## src/rtl/wb_pkg.sv

```systemverilog
// Shared helpers for the white-balance blocks: AXI4-Stream width math,
// gain width and unity constant, and the gain rounding-mode encoding.
package wb_pkg;

  typedef enum logic [0:0] {
    GAIN_MODE_TRUNC = 1'b0,
    GAIN_MODE_ROUND = 1'b1
  } gain_mode_e;

  function automatic int tdata_width(input int px, input int ch);
    return ((px * ch + 7) / 8) * 8;
  endfunction

  function automatic int coef_width(input int int_w, input int fract_w);
    return int_w + fract_w;
  endfunction

  function automatic logic [31:0] fixed_one(input int fract_w);
    return 32'd1 << fract_w;
  endfunction

endpackage

```

## src/rtl/wb_gain_lane.sv

```systemverilog
// One colour channel: S1 registers px*gain, S2 registers the saturated result.
// Define WB_GAIN_ROUND_EN to round half-up before the shift instead of truncating.
module wb_gain_lane
  import wb_pkg::*;
#(
  parameter int PX_WIDTH    = 10,
  parameter int INT_WIDTH   = 4,
  parameter int FRACT_WIDTH = 10
) (
  input  logic                           i_clk,
  input  logic                           i_rst_n,
  input  logic                           i_s1_en,
  input  logic                           i_s2_en,
  input  logic [PX_WIDTH-1:0]            i_px,
  input  logic [INT_WIDTH+FRACT_WIDTH-1:0] i_gain,
  output logic [PX_WIDTH-1:0]            o_px
);

  localparam int PW = PX_WIDTH + INT_WIDTH + FRACT_WIDTH;
  localparam int RW = PX_WIDTH + INT_WIDTH;

`ifdef WB_GAIN_ROUND_EN
  localparam gain_mode_e LANE_MODE = GAIN_MODE_ROUND;
`else
  localparam gain_mode_e LANE_MODE = GAIN_MODE_TRUNC;
`endif

  // Max product plus the half-LSB still fits in PW bits, so no extra carry bit.
  localparam logic [PW-1:0] ROUND_K =
    (LANE_MODE == GAIN_MODE_ROUND) ? (PW'(1) << (FRACT_WIDTH - 1)) : '0;

  logic [PW-1:0]       w_prod;
  logic [PW-1:0]       r_prod;
  logic [RW-1:0]       w_res;
  logic                w_sat;
  logic [PX_WIDTH-1:0] w_px;
  logic [PX_WIDTH-1:0] r_px;
  logic                w_unused_frac;

  assign w_prod = PW'(i_px) * PW'(i_gain) + ROUND_K;

  always_ff @(posedge i_clk or negedge i_rst_n) begin
    if (!i_rst_n) begin
      r_prod <= '0;
    end else if (i_s1_en) begin
      r_prod <= w_prod;
    end
  end

  assign w_res         = r_prod[PW-1:FRACT_WIDTH];
  assign w_sat         = |w_res[RW-1:PX_WIDTH];
  assign w_px          = w_sat ? {PX_WIDTH{1'b1}} : w_res[PX_WIDTH-1:0];
  assign w_unused_frac = ^r_prod[FRACT_WIDTH-1:0];

  always_ff @(posedge i_clk or negedge i_rst_n) begin
    if (!i_rst_n) begin
      r_px <= '0;
    end else if (i_s2_en) begin
      r_px <= w_px;
    end
  end

  assign o_px = r_px;

endmodule

```

## src/rtl/wb_gain_corrector.sv

```systemverilog
// Per-channel white-balance gain on an AXI4-Stream video beat, 2-stage pipeline,
// gains double-buffered and swapped on SOF. Rounding mode via WB_GAIN_ROUND_EN.
module wb_gain_corrector
  import wb_pkg::*;
#(
  parameter int PX_WIDTH    = 10,
  parameter int CHANNELS    = 3,
  parameter int FRACT_WIDTH = 10,
  parameter int INT_WIDTH   = 4,
  localparam int TDW  = tdata_width(PX_WIDTH, CHANNELS),
  localparam int KW   = TDW / 8,
  localparam int CW   = coef_width(INT_WIDTH, FRACT_WIDTH),
  localparam int SELW = (CHANNELS > 1) ? $clog2(CHANNELS) : 1
) (
  input  logic            clk_i,
  input  logic            rst_n_i,
  // Handshake: a beat transfers on a rising edge where tvalid && tready; the
  // master holds tvalid, tdata and all sideband stable until that transfer.
  input  logic            video_i_tvalid,
  output logic            video_i_tready,
  input  logic [TDW-1:0]  video_i_tdata,
  input  logic [KW-1:0]   video_i_tstrb,
  input  logic [KW-1:0]   video_i_tkeep,
  input  logic            video_i_tlast,
  input  logic            video_i_tuser,
  input  logic            video_i_tid,
  input  logic            video_i_tdest,
  output logic            video_o_tvalid,
  input  logic            video_o_tready,
  output logic [TDW-1:0]  video_o_tdata,
  output logic [KW-1:0]   video_o_tstrb,
  output logic [KW-1:0]   video_o_tkeep,
  output logic            video_o_tlast,
  output logic            video_o_tuser,
  output logic            video_o_tid,
  output logic            video_o_tdest,
  input  logic            coef_wr_i,
  input  logic [SELW-1:0] coef_sel_i,
  input  logic [CW-1:0]   coef_data_i,
  input  logic            commit_i,
  output logic            commit_pending_o
);

  localparam logic [CW-1:0] FIXED_ONE = CW'(fixed_one(FRACT_WIDTH));

  logic                w_s2_adv;
  logic                w_s1_adv;
  logic                w_acc;
  logic                w_s2_load;
  logic                w_apply;
  logic                r_pending;
  logic                r_s1_valid;
  logic                r_s2_valid;
  logic [CW-1:0]       r_shadow      [CHANNELS];
  logic [CW-1:0]       r_active      [CHANNELS];
  logic [CW-1:0]       w_shadow_next [CHANNELS];
  logic [CW-1:0]       w_gain        [CHANNELS];
  logic [PX_WIDTH-1:0] w_lane_px     [CHANNELS];
  logic [TDW-1:0]      w_out_data;

  logic          r_s1_last, r_s1_user, r_s1_id, r_s1_dest;
  logic [KW-1:0] r_s1_strb, r_s1_keep;
  logic          r_s2_last, r_s2_user, r_s2_id, r_s2_dest;
  logic [KW-1:0] r_s2_strb, r_s2_keep;

  // tready depends only on registered state and the downstream tready.
  assign w_s2_adv       = video_o_tready || !r_s2_valid;
  assign w_s1_adv       = w_s2_adv || !r_s1_valid;
  assign video_i_tready = w_s1_adv;
  assign w_acc          = video_i_tvalid && w_s1_adv;
  assign w_s2_load      = w_s2_adv && r_s1_valid;
  assign w_apply        = w_acc && video_i_tuser && (r_pending || commit_i);

  // A same-cycle write lands in the shadow set that an applying SOF copies.
  always_comb begin
    for (int k = 0; k < CHANNELS; k++) begin
      w_shadow_next[k] = r_shadow[k];
      if (coef_wr_i && (coef_sel_i == SELW'(k))) begin
        w_shadow_next[k] = coef_data_i;
      end
      w_gain[k] = w_apply ? w_shadow_next[k] : r_active[k];
    end
  end

  always_ff @(posedge clk_i or negedge rst_n_i) begin
    if (!rst_n_i) begin
      for (int k = 0; k < CHANNELS; k++) begin
        r_shadow[k] <= FIXED_ONE;
        r_active[k] <= FIXED_ONE;
      end
      r_pending <= 1'b0;
    end else begin
      for (int k = 0; k < CHANNELS; k++) begin
        r_shadow[k] <= w_shadow_next[k];
        if (w_apply) begin
          r_active[k] <= w_shadow_next[k];
        end
      end
      if (w_apply) begin
        r_pending <= 1'b0;
      end else if (commit_i) begin
        r_pending <= 1'b1;
      end
    end
  end

  assign commit_pending_o = r_pending;

  always_ff @(posedge clk_i or negedge rst_n_i) begin
    if (!rst_n_i) begin
      r_s1_valid <= 1'b0;
      r_s1_last  <= 1'b0;
      r_s1_user  <= 1'b0;
      r_s1_id    <= 1'b0;
      r_s1_dest  <= 1'b0;
      r_s1_strb  <= '0;
      r_s1_keep  <= '0;
    end else begin
      if (w_s1_adv) begin
        r_s1_valid <= video_i_tvalid;
      end
      if (w_acc) begin
        r_s1_last <= video_i_tlast;
        r_s1_user <= video_i_tuser;
        r_s1_id   <= video_i_tid;
        r_s1_dest <= video_i_tdest;
        r_s1_strb <= video_i_tstrb;
        r_s1_keep <= video_i_tkeep;
      end
    end
  end

  always_ff @(posedge clk_i or negedge rst_n_i) begin
    if (!rst_n_i) begin
      r_s2_valid <= 1'b0;
      r_s2_last  <= 1'b0;
      r_s2_user  <= 1'b0;
      r_s2_id    <= 1'b0;
      r_s2_dest  <= 1'b0;
      r_s2_strb  <= '0;
      r_s2_keep  <= '0;
    end else begin
      if (w_s2_adv) begin
        r_s2_valid <= r_s1_valid;
      end
      if (w_s2_load) begin
        r_s2_last <= r_s1_last;
        r_s2_user <= r_s1_user;
        r_s2_id   <= r_s1_id;
        r_s2_dest <= r_s1_dest;
        r_s2_strb <= r_s1_strb;
        r_s2_keep <= r_s1_keep;
      end
    end
  end

  for (genvar k = 0; k < CHANNELS; k++) begin : g_lane
    wb_gain_lane #(
      .PX_WIDTH   (PX_WIDTH),
      .INT_WIDTH  (INT_WIDTH),
      .FRACT_WIDTH(FRACT_WIDTH)
    ) u_lane (
      .i_clk  (clk_i),
      .i_rst_n(rst_n_i),
      .i_s1_en(w_acc),
      .i_s2_en(w_s2_load),
      .i_px   (video_i_tdata[k*PX_WIDTH +: PX_WIDTH]),
      .i_gain (w_gain[k]),
      .o_px   (w_lane_px[k])
    );
  end

  if (TDW > PX_WIDTH * CHANNELS) begin : g_pad
    logic w_unused_pad;
    assign w_unused_pad = ^video_i_tdata[TDW-1:PX_WIDTH*CHANNELS];
  end

  always_comb begin
    w_out_data = '0;
    for (int k = 0; k < CHANNELS; k++) begin
      w_out_data[k*PX_WIDTH +: PX_WIDTH] = w_lane_px[k];
    end
  end

  assign video_o_tvalid = r_s2_valid;
  assign video_o_tdata  = w_out_data;
  assign video_o_tlast  = r_s2_last;
  assign video_o_tuser  = r_s2_user;
  assign video_o_tid    = r_s2_id;
  assign video_o_tdest  = r_s2_dest;
  assign video_o_tstrb  = r_s2_strb;
  assign video_o_tkeep  = r_s2_keep;

endmodule

```

## config.mk

```make
export PLATFORM = sky130hd
export DESIGN_NAME = wb_gain_corrector
export DESIGN_NICKNAME = d
export VERILOG_FILES = /design/src/rtl/wb_pkg.sv /design/src/rtl/wb_gain_lane.sv /design/src/rtl/wb_gain_corrector.sv
export SDC_FILE = /design/constraint.sdc
export NUM_CORES = 1
export LEC_CHECK = 0
export CORE_ASPECT_RATIO = 1.5
export CORE_MARGIN = 10
export CORE_UTILIZATION = 30
export DETAILED_ROUTE_END_ITERATION = 8
export PLACE_DENSITY = 0.43
export SETUP_SLACK_MARGIN = 0.1
export SLEW_MARGIN = 10
export SYNTH_ARGS = -nofsm -noshare
export SYNTH_HDL_FRONTEND = slang
export SYNTH_SLANG_ARGS = --single-unit
```

## constraint.sdc

```tcl
create_clock -name clk_i -period 8.8 [get_ports clk_i]
set_input_delay 0.88 -clock clk_i [delete_from_list [all_inputs] [get_ports clk_i]]
set_output_delay 0.88 -clock clk_i [all_outputs]
set_load 0.02 [all_outputs]
```

==> impl_results.md <==
- Status: finished clean
- Num rows: 113
- Synth top area cells: fa_1, dfrtp_1, ha_1
- EDFF count, synth: 0
- Ys async rst share: 1.00
- Antenna Diode Count: 0
- Commonest cells post-synth: inv_1, fa_1, nand2_1
- R2R depth: 21
- Vias in the first global route: 15000
- Routed length on met3: around 1300 um
- Full die area: 75000 um^2
- DIE WIDTH: 227 um
- I/O pins: 113
- Area Overhead vs Synth: 13.3%
- Share of cells above drive strength 1: 0.0964
- Routed Antenna Nets: 0
- Synth Register Bits: 183
- Number of iterations in the first detailed-routing pass: 6
- Nets: 2474
- Setup Viol. Count Final: 0
- Total negative slack: 0 ps
- Arr. time, crit path: 8180 ps
- Tot GR Track Use: 0.143
- Number of remaining DRC errors: 0
- Netlist cell types: 64
- M1 WL: 20600 um
- Highest routed layer: met4
- Crit path capture type: flip-flop
- H-tree lvl count: 4
- Largest net degree at the start of global routing: 95
- Multi-input combinational cell area: between 10000 and 15000 um^2
- Max Cap Viol: 0
- Metal2 WL: 28400 um
- Fin. max-slew vios: 0
- Worst-Skew Late Latency: 470 ps
- Synth warn: 0
- Total CTS buffers: 17
- Worst clock skew: roughly 18 ps
- Hold Buf Count CTS: 0
- Critical setup path kind: in -> reg
- Register area share after synthesis: 0.238
- Routability Congestion: 0.779
- CP max stage delay: ~630 ps
- Clock transition at path regs: roughly 80 ps
- CTS Sinks: 183
- CTS tree: done
- Minimum clock period: between 7000 and 8000 ps
- Top-count cell post-synth: inv_1
- Hold Fails Final Rpt: 0
- HPWL after DPL: 40600 um
- Mapped Cells: around 1900
- Fmax: 128 MHz
- Seq. cell area: 4590 um^2
- Final Cycle Share: 0.890
- Slowest cell on crit path: clkdlybuf4s50_1
- # fillers: 6392
- Wire per inst: 18.4 um
- Root Driver: clkbuf_16
- # Post-CTS Setup Buffers: 0
- First-iteration detailed-routing DRC count: 426
- Initial antenna violation count: 0
- Post-Syn Area: 19300 um^2
- First-pass GRT wire length: 82800 um
- Initial Utilization: 0.304
- Chip Height: between 300 and 400 um
- Area leader, netlist: fa_1
- Most used DFF post-synth: dfrtp_1
- RSZ-0062 raised after global routing: false
- Crit-path cells: clkdlybuf4s50_1, nand3b_1, buf_4, mux2_2, mux2_2, and2_1, fa_1, fa_1, fa_1, fa_1, fa_1, ha_1, a21o_1, a21o_1, or4_1, a31oi_1, o21ai_1, a41oi_2, o21bai_1, a21o_1, a211o_1, a22o_1
- Most frequent CP cell: fa_1
- Final wirelength: 51100 um
- Port bufs: around 110
- Syn_area_per_cell: a little over 10 um^2
- # resized after CTS: 0
- Vias: 13000
- Max clock buf depth: 2
- Rel. slew slack: 0.302
- Required @ worst endpoint: 9150 ps
- CP max FO: 11
- Hold Path Class: in -> async
- Vias per cell: 4.69
- Core area: approximately 63000 um^2
- Total gr overflow: 0
- Crit start category: primary input
- Worst Max-Slew Pin Slew: roughly 1000 ps
- Share of Yosys cell area claimed by the top area cell type: 0.290
layer usage:
| metal | vias up | global-route usage |
|---|---|---|
| li1 | 6033 | - |
| met1 | 6803 | 0.159 |
| met2 | 143 | 0.280 |
| met3 | 39 | 0.0197 |
| met4 | 0 | 0.0325 |
| met5 | - | 0 |
critical path: cells and delay by family:
| kind | cells | cell delay, ps |
|---|---|---|
| buffers and inverters | 2 | 850 |
| adder cells (fa/ha/maj) | 6 | 2810 |
| AND/OR/NAND/NOR | 3 | 870 |
| multiplexers | 2 | 760 |
| AO/OA/AOI/OAI | 9 | 2000 |
path summary, 6_finish.rpt:
| kind | from | slack, ps | to |
|---|---|---|---|
| worst min register to register | g_lane[2].u_lane.r_prod[16] | 480 | g_lane[2].u_lane.o_px[6] |
| min in group clk_i | g_lane[2].u_lane.r_prod[16] | 480 | g_lane[2].u_lane.o_px[6] |
| max in group asynchronous | rst_n_i | 6430 | r_active[36] |
| worst max-delay path | coef_sel_i[0] | 970 | g_lane[2].u_lane.r_prod[21] |
| worst max register to register | commit_pending_o | 1530 | g_lane[2].u_lane.r_prod[21] |
| worst min-delay path | rst_n_i | 460 | r_s1_id |
metrics by stage:
step,hold WS [ps],utilization,cell area (um^2),cells,setup slack (ps)
2_1_floorplan,450,-,19300,1892,1090
3_3_place_gp,465,0.335,21300,2744,488
3_5_place_dp,472,0.335,21300,2744,401
4_1_cts,471,0.344,21800,2776,911
5_1_grt,495,0.344,21800,2776,609
6_report,457,0.344,21800,2776,970
state kept, by name, summed over array words and instances, names as in the netlist:
register	count
r_s1_user	1
g_lane.u_lane.r_prod	42
video_o_tvalid	1
g_lane.u_lane.o_px	30
r_s1_strb	4
r_s1_last	1
commit_pending_o	1
video_o_tlast	1
r_s1_id	1
video_o_tkeep	4
video_o_tid	1
video_o_tstrb	4
video_o_tdest	1
video_o_tuser	1
r_s1_dest	1
r_s1_valid	1
r_s1_keep	4
r_active	42
r_shadow	42
cells by family after synthesis:
kind of cell               after synthesis  synth area share
muxes                                  105            0.0611
AOI/OAI and AO/OA                      176            0.0642
adders and majority gates              450             0.401
DFF                                    183             0.238
buffers and inverters                  397            0.0781
other                                    1          0.000194
and+or+nand+nor                        533             0.137
xor gates and xnor gates                46            0.0209
layout make-up:
type                            count  share of cell area
Clock buffer                       17              0.0195
Clock inverter                     15             0.00733
Inverter                          304              0.0522
Multi-Input combinational cell   1312               0.604
Sequential cell                   183               0.210
Tap cell                          805              0.0461
Timing Repair Buffer              140              0.0606
cells in the final DEF (no fill, tap or decap), types with 19 or more instances in the layout:
master           count
inv_1              304
fa_1               279
nand2_1            270
and2_1             198
dfrtp_1            177
ha_1               171
clkdlybuf4s50_1    107
mux2_2             101
o21ai_0             45
a21oi_1             37
buf_4               32
o22a_1              30
xnor2_1             28
nor2_1              19
Power is not shown: default switching activity piles up to over one toggle a cycle in this logic, so the estimate is an artifact.
